### src/rtl/flash_read_sequencer.sv
// Byte-wide parallel NOR flash read sequencer using the FlashTimer start/done handshake.
// Optional per-byte watchdog enabled by defining FLASH_READ_TIMEOUT_EN.
module flash_read_sequencer #(
  parameter int unsigned ADDR_W         = 24,
  parameter int unsigned DATA_W         = 8,
  parameter int unsigned TIMEOUT_CYCLES = 1023
) (
  input  logic              CLK_50MHZ,
  input  logic              RST,
  input  logic              req,
  input  logic [ADDR_W-1:0] start_addr,
  input  logic [7:0]        len,
  output logic              busy,
  output logic [DATA_W-1:0] data_out,
  output logic              data_valid,
  output logic              last,
  output logic              error,
  output logic [ADDR_W-1:0] SF_A,
  input  logic [DATA_W-1:0] SF_D,
  output logic              SF_CE0,
  output logic              SF_OE,
  output logic              SF_WE,
  output logic              timer_start,
  input  logic              timer_done
);

  typedef enum logic [1:0] {StIdle, StSetup, StWait, StRelease} state_e;

  state_e            r_state;
  logic [ADDR_W-1:0] r_addr;
  logic [8:0]        r_count;

`ifdef FLASH_READ_TIMEOUT_EN
  localparam logic [9:0] WdogLast = 10'(TIMEOUT_CYCLES - 1);

  logic [9:0] r_wdog;
  logic       r_error;

  assign error = r_error;
`else
  assign error = 1'b0;
`endif

  assign SF_WE = 1'b1;

  always_ff @(posedge CLK_50MHZ or negedge RST) begin
    if (!RST) begin
      r_state     <= StIdle;
      r_addr      <= '0;
      r_count     <= '0;
      busy        <= 1'b0;
      data_out    <= '0;
      data_valid  <= 1'b0;
      last        <= 1'b0;
      SF_A        <= '0;
      SF_CE0      <= 1'b1;
      SF_OE       <= 1'b1;
      timer_start <= 1'b0;
`ifdef FLASH_READ_TIMEOUT_EN
      r_wdog      <= '0;
      r_error     <= 1'b0;
`endif
    end else begin
      data_valid <= 1'b0;
      last       <= 1'b0;
      unique case (r_state)
        StIdle: begin
          if (req) begin
            r_addr  <= start_addr;
            SF_A    <= start_addr;
            // len of 0 encodes a full 256-byte burst
            r_count <= {(len == 8'd0), len};
            busy    <= 1'b1;
            SF_CE0  <= 1'b0;
            SF_OE   <= 1'b0;
            r_state <= StSetup;
`ifdef FLASH_READ_TIMEOUT_EN
            r_error <= 1'b0;
`endif
          end
        end
        StSetup: begin
          // Hold off while a stale done from a previous handshake is still high
          if (!timer_done) begin
            timer_start <= 1'b1;
            r_state     <= StWait;
`ifdef FLASH_READ_TIMEOUT_EN
            r_wdog      <= '0;
`endif
          end
        end
        StWait: begin
          if (timer_done) begin
            data_out    <= SF_D;
            data_valid  <= 1'b1;
            last        <= (r_count == 9'd1);
            timer_start <= 1'b0;
            r_addr      <= r_addr + 1'b1;
            r_count     <= r_count - 9'd1;
            r_state     <= StRelease;
          end
`ifdef FLASH_READ_TIMEOUT_EN
          else if (r_wdog == WdogLast) begin
            timer_start <= 1'b0;
            r_error     <= 1'b1;
            SF_CE0      <= 1'b1;
            SF_OE       <= 1'b1;
            busy        <= 1'b0;
            r_state     <= StIdle;
          end else begin
            r_wdog <= r_wdog + 10'd1;
          end
`endif
        end
        StRelease: begin
          if (!timer_done) begin
            if (r_count == 9'd0) begin
              SF_CE0  <= 1'b1;
              SF_OE   <= 1'b1;
              busy    <= 1'b0;
              r_state <= StIdle;
            end else begin
              SF_A    <= r_addr;
              r_state <= StSetup;
            end
          end
        end
        default: r_state <= StIdle;
      endcase
    end
  end

endmodule

### config.mk
export PLATFORM = sky130hd
export DESIGN_NAME = flash_read_sequencer
export DESIGN_NICKNAME = d
export VERILOG_FILES = /design/src/rtl/flash_read_sequencer.sv
export SDC_FILE = /design/constraint.sdc
export NUM_CORES = 1
export LEC_CHECK = 0
export CORE_UTILIZATION = 25
export DETAILED_ROUTE_END_ITERATION = 10
export GPL_TIMING_DRIVEN = 0
export HOLD_SLACK_MARGIN = 0.03
export SYNTH_ARGS = -nofsm -noshare
export SYNTH_HDL_FRONTEND = slang
export SYNTH_SLANG_ARGS = --single-unit
### constraint.sdc
create_clock -name CLK_50MHZ -period 2.55 [get_ports CLK_50MHZ]
set_input_delay 0.6375 -clock CLK_50MHZ [delete_from_list [all_inputs] [get_ports CLK_50MHZ]]
set_output_delay 0.6375 -clock CLK_50MHZ [all_outputs]
set_load 0.02 [all_outputs]
# [Word-level counts from Yosys, hierarchy flattened]
# Cells that the tools add are included.
[word_totals] regBits=72 input_bits=44 out_inout_bits=40 elab_cells=64
[op_classes] n_eq_ne=10 n_addsub=2 n_reduce_logical=12 muxes=30
[op_table] op="$mux 24" count=4
[op_table] op="$pmux 24 s2" count=2
[op_table] op="$add 24x1->24 const B" count=1
[op_table] op="$mux 9" count=2
[op_table] op="$pmux 9 s2" count=1
[op_table] op="$mux 1" count=13
[op_table] op="$ne 2x2->1 const B" count=6
[op_table] op="$reduce_and 4->1" count=3
[op_table] op="$eq 9x1->1 const B" count=1
[op_table] op="$logic_not 9->1" count=1
[op_table] op="$sub 9x1->9 const B" count=1
[op_table] op="$logic_not 8->1" count=1
[op_table] op="$mux 2" count=4
[op_table] op="$pmux 2 s4" count=1
[op_table] op="$pmux 1 s2" count=3
[op_table] op="$reduce_and 3->1" count=2
[op_table] op="$reduce_bool 2->1" count=3
[op_table] op="$eq 2x2->1 const B" count=2
[op_table] op="$eq 2x1->1 const B" count=1
[op_table] op="$logic_not 2->1" count=1
[op_table] op="$reduce_and 2->1" count=1

# [Depth between registers and ports, before layout]
# Gate-level depths: netlist of run 1.
[logic_depth] word_depth=4 depth_mapped=10 depth_no_buf=7

# [Least setup slack after synthesis of run 1]
# OpenSTA, ideal clock, no wires.
[synth_timing] path_type="reg2reg" startpoint="reg r_state[0]" endpoint="reg r_addr[21]" stages_incl_launch_ff=9 path_buffers=2 required_time_ns=2.456 setup_ns=0.094 slack_ns=0.555 period_less_slack_ns=1.995 arrival_ns=1.902 cell_sequence="dfrtp_1 > inv_1 > ha_1 > buf_2 > mux2_2 > and2_1 > buf_2 > a41o_1 > a221oi_2"
[synth_via] elab_chain_cells=3 word_cells_on_any_way=7 classes_between="eq/ne (3); mux (1); reduce/logical (3)"
[synth_lines] element="from (decl)" line_no="29" source="state_e r_state;"
[synth_lines] element="from (signal assigned)" line_no="48" source="r_state <= StIdle;"
[synth_lines] element="from (signal assigned)" line_no="76" source="r_state <= StSetup;"
[synth_lines] element="from (signal assigned)" line_no="86" source="r_state <= StWait;"
[synth_lines] element="$eq 2x2->1 or $logic_not 2->1 (tied branches)" line_no="66" source="unique case (r_state)"
[synth_lines] element="$ne 2x2->1 (no source line) or $reduce_bool 2->1 (tied branches)"
[synth_lines] element="$reduce_and 3->1 (no source line)"
[synth_lines] element="to (signal assigned)" line_no="69" source="r_addr <= start_addr;"
[synth_lines] element="to (signal assigned)" line_no="98" source="r_addr <= r_addr + 1'b1;"
[synth_lines] element="to (decl)" line_no="30" source="logic [ADDR_W-1:0] r_addr;"
# Parallel ways exist; a longest one is shown, timed or not.
# A chain may end at the register's enable or synchronous reset.

# [Worst setup path after layout of run 1]
[layout_timing] startpoint="in timer_done" endpoint="reg r_addr[22]"
[layout_via] elab_chain_cells=2
[layout_lines] element="from (decl)" line_no="24" source="input logic timer_done"
[layout_lines] element="$ne 2x2->1 (no source line)"
[layout_lines] element="$reduce_and 3->1 (no source line)"
# No other way between the ends.

==> results of run 1 <==
-- cells in the final DEF, fill, tap and decap left out, drive strengths merged, types with 4 or more instances in the layout --
cell type and n:
and3 5, nor4 4, inv 31, ha 7
clkdlybuf4s50 80, nor3 7, nand4 8, mux2 10
o21ai 33, dfrtp 71, o22ai 43, nand3 21
mux2i 12, clkbuf 19, buf 21, a21oi 55
nand2 33, nor2 18, and2 4
-- through the flow --
step / utilization, % / area [um^2] / total power [W] / hold slack, ns
6_report: 35.22 / 5196 / 0.007059 / 0.2090
5_1_grt: 35.22 / 5196 / 0.007606 / 0.2300
4_1_cts: 35.22 / 5196 / 0.007115 / 0.2165
3_5_place_dp: 33.19 / 4897 / 0.005806 / 0.4779
3_3_place_gp: 33.02 / 4872 / 0.005687 / 0.4673
2_1_floorplan: - / 3831 / 0.004453 / 0.3419
-- critical path, stage by stage --
cell and delay (ns):
clkdlybuf4s50_1 0.60, mux2_2 0.25, and2_1 0.23, buf_2 0.26, buf_2 0.30, nand2_1 0.09, mux2i_1 0.15, a21oi_1 0.08
-- cell type report --
| type | count | area share [%] |
|---|---|---|
| multi-input combinational | 289 | 34.29 |
| buffer | 27 | 2.504 |
| timing repair buffer | 82 | 16.08 |
| clock inverter | 5 | 1.084 |
| sequential | 72 | 34.70 |
| clock buffer | 11 | 4.671 |
| tap | 184 | 4.431 |
| inverter | 31 | 2.239 |
-- sequential cells by signal, indices dropped and copies added (netlist names) --
register	cells
r_count	9
SF_OE	1
last	1
data_valid	1
r_addr	24
timer_start	1
r_state	2
SF_A	24
busy	1
data_out	8
-- where the power goes --
group / internal [W] / leakage [nW] / total [W] / switching [W]
Sequential: 0.00172 / 0.825 / 0.00227 / 0.000546
Combinational: 0.00151 / 1.20 / 0.00352 / 0.00201
Clock: 0.000782 / 0.145 / 0.00128 / 0.000494
-- cells by family (layout without fill, tap and decap cells) --
group | after synthesis | count (layout) | share of synthesized area, %
AO/OA/AOI/OAI | 148 | 148 | 22.57
AND/OR/NAND/NOR | 110 | 110 | 15.38
flip-flops | 72 | 72 | 47.06
buffers and inverters | 58 | 156 | 6.434
multiplexers | 22 | 22 | 6.075
adder cells (fa/ha/maj) | 7 | 7 | 2.286
other | 2 | 2 | 0.1960
-- synth_stat cells, types with 3 or more instances --
cell,count
o31ai_1,3
dfrtp_1,71
o21ai_0,19
nand2_1,32
and4_1,3
inv_1,30
buf_4,3
nand2b_1,3
nor2_1,18
clkbuf_1,8
o22ai_1,43
nand4_1,6
a21oi_1,55
ha_1,7
and3_1,5
buf_2,14
nand3_1,20
mux2i_1,12
nor3_1,6
o21ai_1,14
and2_1,4
mux2_2,10
-- worst min-delay path by stage --
stage                      from  endpoint  cells past startpoint
after floorplan             RST   SF_A[0]                      0
after CTS                   RST  SF_A[10]                      1
after global placement    SF_OE     SF_OE                      2
after detailed placement  SF_OE     SF_OE                      2
after global routing        RST  SF_A[10]                      1
final                       RST  SF_A[10]                      1
-- metal layers --
| layer | GRT usage, % | share of wire, % |
|---|---|---|
| met5 | 0 | 0 |
| met4 | 4.394 | 1.4 |
| met3 | 4.121 | 5.4 |
| met2 | 25.20 | 49 |
| met1 | 19.41 | 44 |
==> results by group, run 1 <==
Synthesis
  • Post-synth EDFFs: 0
  • Synth async-reset ratio: 100.0%
  • Synth Net Count: 470
  • Yosys top cell by area: dfrtp_1
  • Mean Syn Cell Area: 9.144 um^2
  • Syn Inst Count: 419
  • Synth top area cells: dfrtp_1 (46%), a21oi_1 (7.2%), o22ai_1 (7.0%)
  • Register area share after synthesis: 47.06%
  • Post-synthesis register bit count: 72
  • Post-synth top area share: 46.37%
  • Cell area after synthesis: 3831 um^2
  • Post-synthesis cell type count: 48
  • Primary FF master, synth: dfrtp_1
  • Ys Warns: 0

Timing
  • Final setup vio count: 0
  • RSZ-0062 raised after global routing: no
  • Setup ws final: 0.1543 ns
  • Skew final: 0.007417 ns
  • Worst rel slew slack: 59.39%
  • Final hold vios: 0
  • Period utilization: 93.95%
  • Fin crit period: 2.396 ns
  • Sum of negative setup slack: 0 ns
  • Worst-Margin Slew: 0.6091 ns
  • Fmax achieved: 417.4 MHz
  • Slew Viols, Final: 0

Power and ir drop
  • Peak supply drop: 430.4 uV
  • P_leak: 2.172 nW
  • Cell Pwr Density: 1359 nW/um^2

Setup path
  • Worst EP arrival: 2.59 ns
  • Reg2reg setup slack: 0.15 ns
  • CP endpoint: r_addr[22]
  • R2R cell count: 10
  • CP max FO: 10
  • Critical Path Source: timer_done
  • Reg2reg end: r_addr[22]
  • CP required: 2.75 ns
  • Reg-to-Reg Start: r_state[0]
  • CP endpoint kind: register
  • Worst setup SP type: input port
  • Kind of critical path: in -> reg

Detailed routing
  • Detailed router's first-iteration violation count: 323
  • WL per Instance: 16.45 um
  • Final antenna-violating net count: 0
  • First-pass DRT Iterations: 4
  • Total Wirelength: 11530 um
  • Vias per cell: 5.107
  • Total vias in the final route: 3580
  • Residual DRC: 0

Floorplanning
  • Top-Level Pins: 84
  • Core box area: 14750 um^2
  • Die W: 125.8 um
  • Initial Util: 25.97%
  • Die area: 15820 um^2
  • Chip Height: 125.8 um
  • Site Rows: 44

Clock network
  • TritonCTS clock tree: yes
  • Num CTS Buffers: 9
  • CTS Root Cell: clkbuf_16
  • Worst-skew pair later-pin latency: 0.34 ns
  • Clock transition at the registers of the reported paths: 0.06 ns
  • Clock Sinks: 72
  • Longest Clk Path Bufs: 2
  • Hold-fix buffers, CTS: 0
  • CTS resizes: 0
  • H-tree levels: 3
  • Setup Buffers After CTS: 0

GRT
  • Global-route wire length before repair: 18730 um
  • Total overflow reported by the global router: 0
  • Vias in the first global route: 3617
  • Largest net degree at the start of global routing: 47
  • GRT Util Overall: 15.21%
  • Initial antenna violation count: 0

Finish
  • Layout cells sized above 1: 10.64%
  • Fill cells: 1520
  • Multi-input gate area: 1782 um^2
  • Total inserted antenna cells: 0
  • FF+latch area: 1803 um^2
  • Final instance count without filler cells: 701
  • NumNets Final: 563
  • Area growth, synth to finish: 35.63%

Place
  • DP Cell Count: 685
  • Routability Congestion: 0.8585
  • Dpl hpwl: 8498 um
  • Port bufs: 81
  • Setup WS pre-CTS: -0.1999 ns

Outcome
  • Outcome: complete, no violations

Worst hold path
  • Hold crit path type: in -> async

Run
  • Max_cap viols: 0
No activity file was read; power rests on OpenSTA's default activity.
==> run 2: changes to the inputs <==
Settings changed: CTS_CLUSTER_SIZE set to 10.
==> results of run 2 <==
No change in the layout: final DEF, timing and power equal those of run 1.
